`src/rtl/dma_priority_arbiter.sv`:
```
// Channel request arbiter for the 4-channel DMA controller: samples DREQ, applies polarity,
// mask and software requests, grants one channel (fixed or rotating) and drives DACK.
module dma_priority_arbiter #(
  parameter int NUM_CH      = 4,
  parameter int SYNC_STAGES = 1,
  localparam int CW         = (NUM_CH > 1) ? $clog2(NUM_CH) : 1
) (
  input  logic              CLK,
  input  logic              RESET_N,
  input  logic [NUM_CH-1:0] DREQ,
  input  logic [7:0]        cmd_reg,
  input  logic [NUM_CH-1:0] mask_reg,
  input  logic [NUM_CH-1:0] sw_req,
  input  logic              idle_cycle,
  input  logic              dack_en,
  input  logic              cycle_done,
  output logic [NUM_CH-1:0] VALID_DREQ,
  output logic [CW-1:0]     grant_ch,
  output logic [NUM_CH-1:0] DACK
);

  typedef enum logic [1:0] {
    ARB_IDLE    = 2'd0,
    ARB_GRANT   = 2'd1,
    ARB_RELEASE = 2'd2
  } arb_state_t;

  arb_state_t        state;
  logic [CW-1:0]     top_ptr;
  logic [NUM_CH-1:0] sync_q [SYNC_STAGES];
  logic [NUM_CH-1:0] dreq_s;
  logic [NUM_CH-1:0] req_eff;
  logic [CW-1:0]     win_idx;
  logic [CW-1:0]     cand;
  logic              found;
  logic [CW-1:0]     next_ptr;
  logic [NUM_CH-1:0] dack_act;

  wire ctl_disable = cmd_reg[2];
  wire rotate      = cmd_reg[4];
  wire dreq_low    = cmd_reg[6];
  wire dack_high   = cmd_reg[7];

  logic unused_cmd;
  assign unused_cmd = ^{cmd_reg[5], cmd_reg[3], cmd_reg[1:0]};

  // Polarity is corrected before the synchronizer so reset leaves it "not requesting".
  always_ff @(posedge CLK or negedge RESET_N) begin
    if (!RESET_N) begin
      for (int s = 0; s < SYNC_STAGES; s++) sync_q[s] <= '0;
    end else begin
      sync_q[0] <= DREQ ^ {NUM_CH{dreq_low}};
      for (int s = 1; s < SYNC_STAGES; s++) sync_q[s] <= sync_q[s-1];
    end
  end

  assign dreq_s  = sync_q[SYNC_STAGES-1];
  assign req_eff = (dreq_s & ~mask_reg) | sw_req;

  always_comb begin
    win_idx = '0;
    cand    = '0;
    found   = 1'b0;
    for (int k = 0; k < NUM_CH; k++) begin
      cand = CW'((int'(top_ptr) + k) % NUM_CH);
      if (!found && req_eff[cand]) begin
        found   = 1'b1;
        win_idx = cand;
      end
    end
  end

  assign next_ptr = (grant_ch == CW'(NUM_CH - 1)) ? '0 : grant_ch + 1'b1;

  always_ff @(posedge CLK or negedge RESET_N) begin
    if (!RESET_N) begin
      state      <= ARB_IDLE;
      VALID_DREQ <= '0;
      grant_ch   <= '0;
      top_ptr    <= '0;
    end else begin
      if (!rotate) top_ptr <= '0;
      case (state)
        ARB_IDLE: begin
          if (!ctl_disable && idle_cycle && found) begin
            VALID_DREQ <= {{(NUM_CH-1){1'b0}}, 1'b1} << win_idx;
            grant_ch   <= win_idx;
            state      <= ARB_GRANT;
          end
        end
        ARB_GRANT: begin
          if (cycle_done) begin
            VALID_DREQ <= '0;
            if (rotate) top_ptr <= next_ptr;
            state      <= ARB_RELEASE;
          end
        end
        ARB_RELEASE: state <= ARB_IDLE;
        default: begin
          state      <= ARB_IDLE;
          VALID_DREQ <= '0;
        end
      endcase
    end
  end

  assign dack_act = VALID_DREQ & {NUM_CH{dack_en}};
  assign DACK     = dack_high ? dack_act : ~dack_act;

  a_onehot: assert property (@(posedge CLK) disable iff (!RESET_N) $onehot0(VALID_DREQ));
  a_grant_state: assert property (@(posedge CLK) disable iff (!RESET_N)
    (VALID_DREQ != '0) |-> (state == ARB_GRANT));
  a_grant_idx: assert property (@(posedge CLK) disable iff (!RESET_N)
    (VALID_DREQ != '0) |-> VALID_DREQ[grant_ch]);

endmodule

```
`config.mk`:
```
export PLATFORM = sky130hd
export DESIGN_NAME = dma_priority_arbiter
export DESIGN_NICKNAME = d
export VERILOG_FILES = /design/src/rtl/dma_priority_arbiter.sv
export SDC_FILE = /design/constraint.sdc
export NUM_CORES = 1
export LEC_CHECK = 0
export ABC_AREA = 1
export BUFFER_PORTS_ARGS = -buffer_cell sky130_fd_sc_hd__buf_2
export CAP_MARGIN = 20
export CORE_ASPECT_RATIO = 1.2
export CORE_MARGIN = 2
export CORE_UTILIZATION = 43
export DETAILED_ROUTE_END_ITERATION = 12
export PLACE_DENSITY = 0.74
export SLEW_MARGIN = 0
export SYNTH_ARGS = -nofsm -noshare
export SYNTH_HDL_FRONTEND = slang
export SYNTH_SLANG_ARGS = --single-unit
```
`constraint.sdc`:
```
create_clock -name CLK -period 1.5 [get_ports CLK]
set_input_delay 0.15 -clock CLK [delete_from_list [all_inputs] [get_ports CLK]]
set_output_delay 0.15 -clock CLK [all_outputs]
set_load 0.02 [all_outputs]
```
Word-level counts from Yosys, hierarchy flattened --
Index checks and enable logic that the tools add are counted.
Cells by class: bitwise operators 7, shift-type cells 1, equality and inequality tests 5, $add $sub $neg 4, reductions and logical operators 13, mux-type cells 28, order comparisons 4
Operator list (count):
- $mux 2 | 11
- $lt 2x3->1 const B | 4
- $mux 4 | 3
- $pmux 4 s3 | 1
- $and 4x4->4 | 2
- $bmux 1 s2 | 4
- $mux 1 | 8
- $not 4->4 | 2
- $logic_and 1x1->1 | 5
- $add 2x1->2 const B | 2
- $add 2x2->2 const B | 2
- $eq 2x2->1 const B | 2
- $logic_not 1->1 | 4
- $ne 2x2->1 const B | 2
- $or 4x4->4 | 1
- $pmux 2 s2 | 1
- $reduce_and 2->1 | 2
- $shl 1x2->4 const A | 1
- $xor 4x4->4 | 1
- $reduce_and 3->1 | 1
- $eq 2x1->1 const B | 1
- $logic_not 2->1 | 1
- $not 1->1 | 1
Word-level totals: output and inout bits 10, logic and storage cells 67, register bits after elaboration 14, input bits 25

Logic depth before layout (Yosys ltp) --
depth in word-level cells 18, gate-level depth with buffers 14, gate-level depth less buffers 14

Worst setup path before layout --
OpenSTA, ideal clock, no wires.
kind register -> register, start point register top_ptr[0], end point register VALID_DREQ[1], buffers on the path 1, data required time 1.383 ns, period minus slack after synthesis 1.425 ns, setup time 0.117 ns, path slack 0.075 ns, data arrival time 1.308 ns, cell stages (with the launch flop) 12, cells stage by stage dfrtp_1 buf_6 inv_8 nand3_1 nand3_1 nand2_1 nor2_2 nand3_2 nand2_4 nor2_2 nand2_1 nand2_1
On the way: longest elaborated chain between the ends 15, elaborated cells between the ends (all ways) 31, those cells by class add/sub: 3; eq/ne: 1; shift: 1; mux: 18; reduce/logical: 8
Ends and longest elaborated chain:
- start, declared | line 29 | logic [CW-1:0] top_ptr;
- start signal, assigned | line 94 | if (rotate) top_ptr <= next_ptr;
- branches (longest 15 deep; another with $add 2x1->2)
- end signal, assigned | line 86 | VALID_DREQ <= {{(NUM_CH-1){1'b0}}, 1'b1} << win_idx;
- end, declared | line 17 | output logic [NUM_CH-1:0] VALID_DREQ,
Parallel ways; which one is timed is not known. The select of a mux whose other input is x is not followed. A chain may end at the register's enable or synchronous reset.

Final worst setup path --
Same ends and word-level chain as after synthesis.

==> results by group <==
Run status
  • Outcome: complete, but fails checks
  • Failing checks: setup timing

Worst setup path
  • CP startpoint: top_ptr[0]$_DFF_PN0_
  • RR Endpoint: VALID_DREQ[1]$_DFFE_PN0P_
  • Worst setup EP type: flop
  • Max incr delay on CP: 0.52 ns
  • CP arrival: 1.78 ns
  • Startpoint types: flop
  • Crit-path cells: xor2_4 > nor2_1 > nor2_1 > nand3_4 > nand2_4 > nor2_2 > nand2_1 > nand2_1
  • Buffers & Inverters on Critical Path: 0
  • WP depth: 8
  • CP top delay family: simple AND/OR/NAND/NOR gates
  • R2R Setup Slk: -0.11 ns
  • Worst Path Class, Setup: flop to flop
  • Setup crit end: VALID_DREQ[1]$_DFFE_PN0P_
  • Worst path required time: 1.67 ns
  • Critical-path top delay cell: dfrtp_2
  • R2r startpoint: top_ptr[0]$_DFF_PN0_
  • Worst Path Max Fanout: 7
  • Worst R2R Path Depth: 8

Die
  • Die width: 47.2 um
  • Starting density of the core: 46.1%
  • FP Rows: 18
  • Die Y-Extent: 55.9 um
  • Die area: 2640 um2
  • Core area: 2090 um2
  • Ports: 35

Clock network
  • TritonCTS Buffers: 3
  • Bufs on Longest Clock Path: 2
  • TritonCTS clock tree: yes
  • Clk sinks: 14
  • H-tree levels: 1
  • Reg clk slew, reported paths: 0.08 ns
  • Root Buffer: clkbuf_4
  • Worst-Skew Late Latency: 0.27 ns

Logic synthesis
  • Syn Inst Count: 125
  • Synth warnings: 0
  • Cell variety after synth: 24
  • Sequential element share of the synthesized area: 36.3%
  • Cell area after synthesis: 965 um2
  • Synth Register Bits: 14
  • Synthesized Nets: 151
  • Syn avg cell area: 7.72 um2

Flow run
  • Max_cap viols: 0

Route
  • Met2 wire length: 1.21 mm
  • DR iter-0 viols: 23
  • WL final: 2.16 mm
  • ANT nets after route: 0
  • DR pass1 iterations: 4
  • Via count: 932
  • Top sig layer: met4
  • Routed wl met3: 57 um
  • Via density: 4.80
  • Met1 wire length: 865 um
  • WL per Instance: 11.1 um
  • # DRC: 0

Layout
  • Antenna cells: 0
  • Layout cells sized above 1: 42.1%
  • Net count, final: 192
  • Final std cells w/o fill: 194
  • Synth-to-Final Area Change: 33.1%

Placed design
  • Placed cells: 187
  • Port-buffer cells: 30
  • Pre-CTS setup slack: -0.168 ns
  • Gpl congestion: 0.777
  • Hpwl dp: 1.62 mm

STA
  • FMAX: 0.621 GHz
  • Fin. max-slew vios: 0
  • Final Cycle Share: 107%
  • Final worst slack: -0.109 ns
  • Final hold vios: 0
  • Final setup TNS: -0.444 ns
  • Worst-Margin Slew: 0.436 ns
  • Relative slew slack: 70.6%
  • Minimum clock period: 1.61 ns
  • Final Setup Violations: 7
  • RSZ-0062 raised after global routing: true
  • Skew final: 0.00112 ns
  • Final Hold Slack: 0.0420 ns

GRT
  • Grt total ovfl: 0
  • GRT Total Usage: 19.3%
  • First-pass GRT wire length: 3.81 mm
  • Initial antenna violation count: 0
  • Number of global-route vias before repair: 943
  • Largest net degree at the start of global routing: 15

Min path
  • Hold depth: 2
  • Worst hold path class: primary input to flop

Power
  • Worst-case vdd ir drop: 1.19 mV
  • Lkg Pwr: 0.682 nW
  • P per Cell Area: 1070 nW/um2
## through the flow
stage / total power, mW / util, % / cell area (um2)
6_report: 1.37 / 61.3 / 1280
5_1_grt: 1.48 / 61.3 / 1280
4_1_cts: 1.35 / 60.2 / 1260
3_5_place_dp: 1.10 / 55.6 / 1160
3_3_place_gp: 1.08 / 55.6 / 1160
2_1_floorplan: 0.914 / - / 965
## repair_timing
item / 4_1_cts / 5_1_grt
buffers inserted: 2 / 0
endpoints found under the setup margin: 7 / 7
hold endpoints to repair: 14 / 0
hold buffers: 1 / 0
cloned: 1 / 0
gates resized for setup: 11 / 7
pin swaps: 3 / 3
## sequential cells by signal, summed over array words and instances, names as in the netlist
name / flops
grant_ch: 2
state: 2
VALID_DREQ: 4
top_ptr: 2
dreq_s: 4
## cell usage after synthesis
library cell   n  area share, %
inv_8          1            1.2
nor2_1         7            2.7
buf_6          1            1.2
nand2_2        3            1.9
o21ai_0        3            1.6
nand3_2        2            2.1
nand2_1       33             13
xor2_2         1            1.7
clkinv_1       1           0.39
inv_2          2           0.78
inv_1         13            5.1
xor2_1         8            7.3
o31ai_1        1           0.78
ha_1           1            1.3
nor2_4         1            1.2
dfrtp_1       14             36
nand2_4        3            3.5
o21ai_1        2            1.0
clkinvlp_4     2            1.6
a21oi_1        3            1.6
nand3_1       19            9.9
nor2_2         2            1.3
nor4_4         1            2.2
a21boi_0       1           0.78
## report_power, final
part           internal [mW]  total [mW]  switching (mW)
registers              0.452       0.528          0.0769
clock network         0.0930       0.206           0.113
logic                  0.242       0.637           0.395
total                  0.786        1.37           0.585
## area by class of cell
| type | count | area [um2] |
|---|---|---|
| fillers | 194 | 811 |
| multi-input cells | 92 | 583 |
| flip-flops and latches | 14 | 353 |
| repair buffers | 36 | 201 |
| inverters | 19 | 86.3 |
| well taps | 30 | 37.5 |
| clock buffers | 3 | 22.5 |
## worst register-to-register path: cells and delay by family (launching register included)
family	cells	cell delay, ns
AND/OR/NAND/NOR	7	0.71
flip-flops	1	0.52
XOR/XNOR	1	0.28
## per-layer routing
metal / vias to the layer above / GRT usage [%]
met5: - / 0
met1: 431 / 23.0
li1: 479 / -
met4: 0 / 9.13
met3: 5 / 2.27
met2: 17 / 32.2
## placed cells by master (no fill, tap or decap), types with 2 or more instances in the layout
cell type,n
nand2_1,32
nand3_2,6
clkinvlp_4,2
nor2_1,7
inv_1,10
clkbuf_4,3
a21oi_1,3
buf_4,4
buf_2,30
dfrtp_1,12
nand2_4,4
nand3_1,14
dfrtp_2,2
xor2_1,8
nor2_4,2
nand2_2,4
o21ai_0,3
inv_2,5
## worst min-delay path by stage
stage                        from  slack, ns                   endpoint
after floorplan           RESET_N      -0.15  VALID_DREQ[0]$_DFFE_PN0P_
after detailed placement  RESET_N       0.07        dreq_s[2]$_DFF_PN0_
after global routing      DREQ[2]       0.03        dreq_s[2]$_DFF_PN0_
final                     DREQ[3]       0.04        dreq_s[3]$_DFF_PN0_
after CTS                 DREQ[3]       0.04        dreq_s[3]$_DFF_PN0_
after global placement    RESET_N       0.06        dreq_s[0]$_DFF_PN0_
## kinds of logic (layout without fill, tap and decap cells)
family / count (synthesis) / count (layout) / share of synthesized area, %
adder cells (fa/ha/maj): 1 / 1 / 1.30
buffers and inverters: 20 / 58 / 10.1
AND/OR/NAND/NOR: 71 / 72 / 37.6
flip-flops: 14 / 14 / 36.3
AO/OA/AOI/OAI: 10 / 10 / 5.71
XOR/XNOR: 9 / 9 / 8.95
No activity file was read; power rests on OpenSTA's default activity.
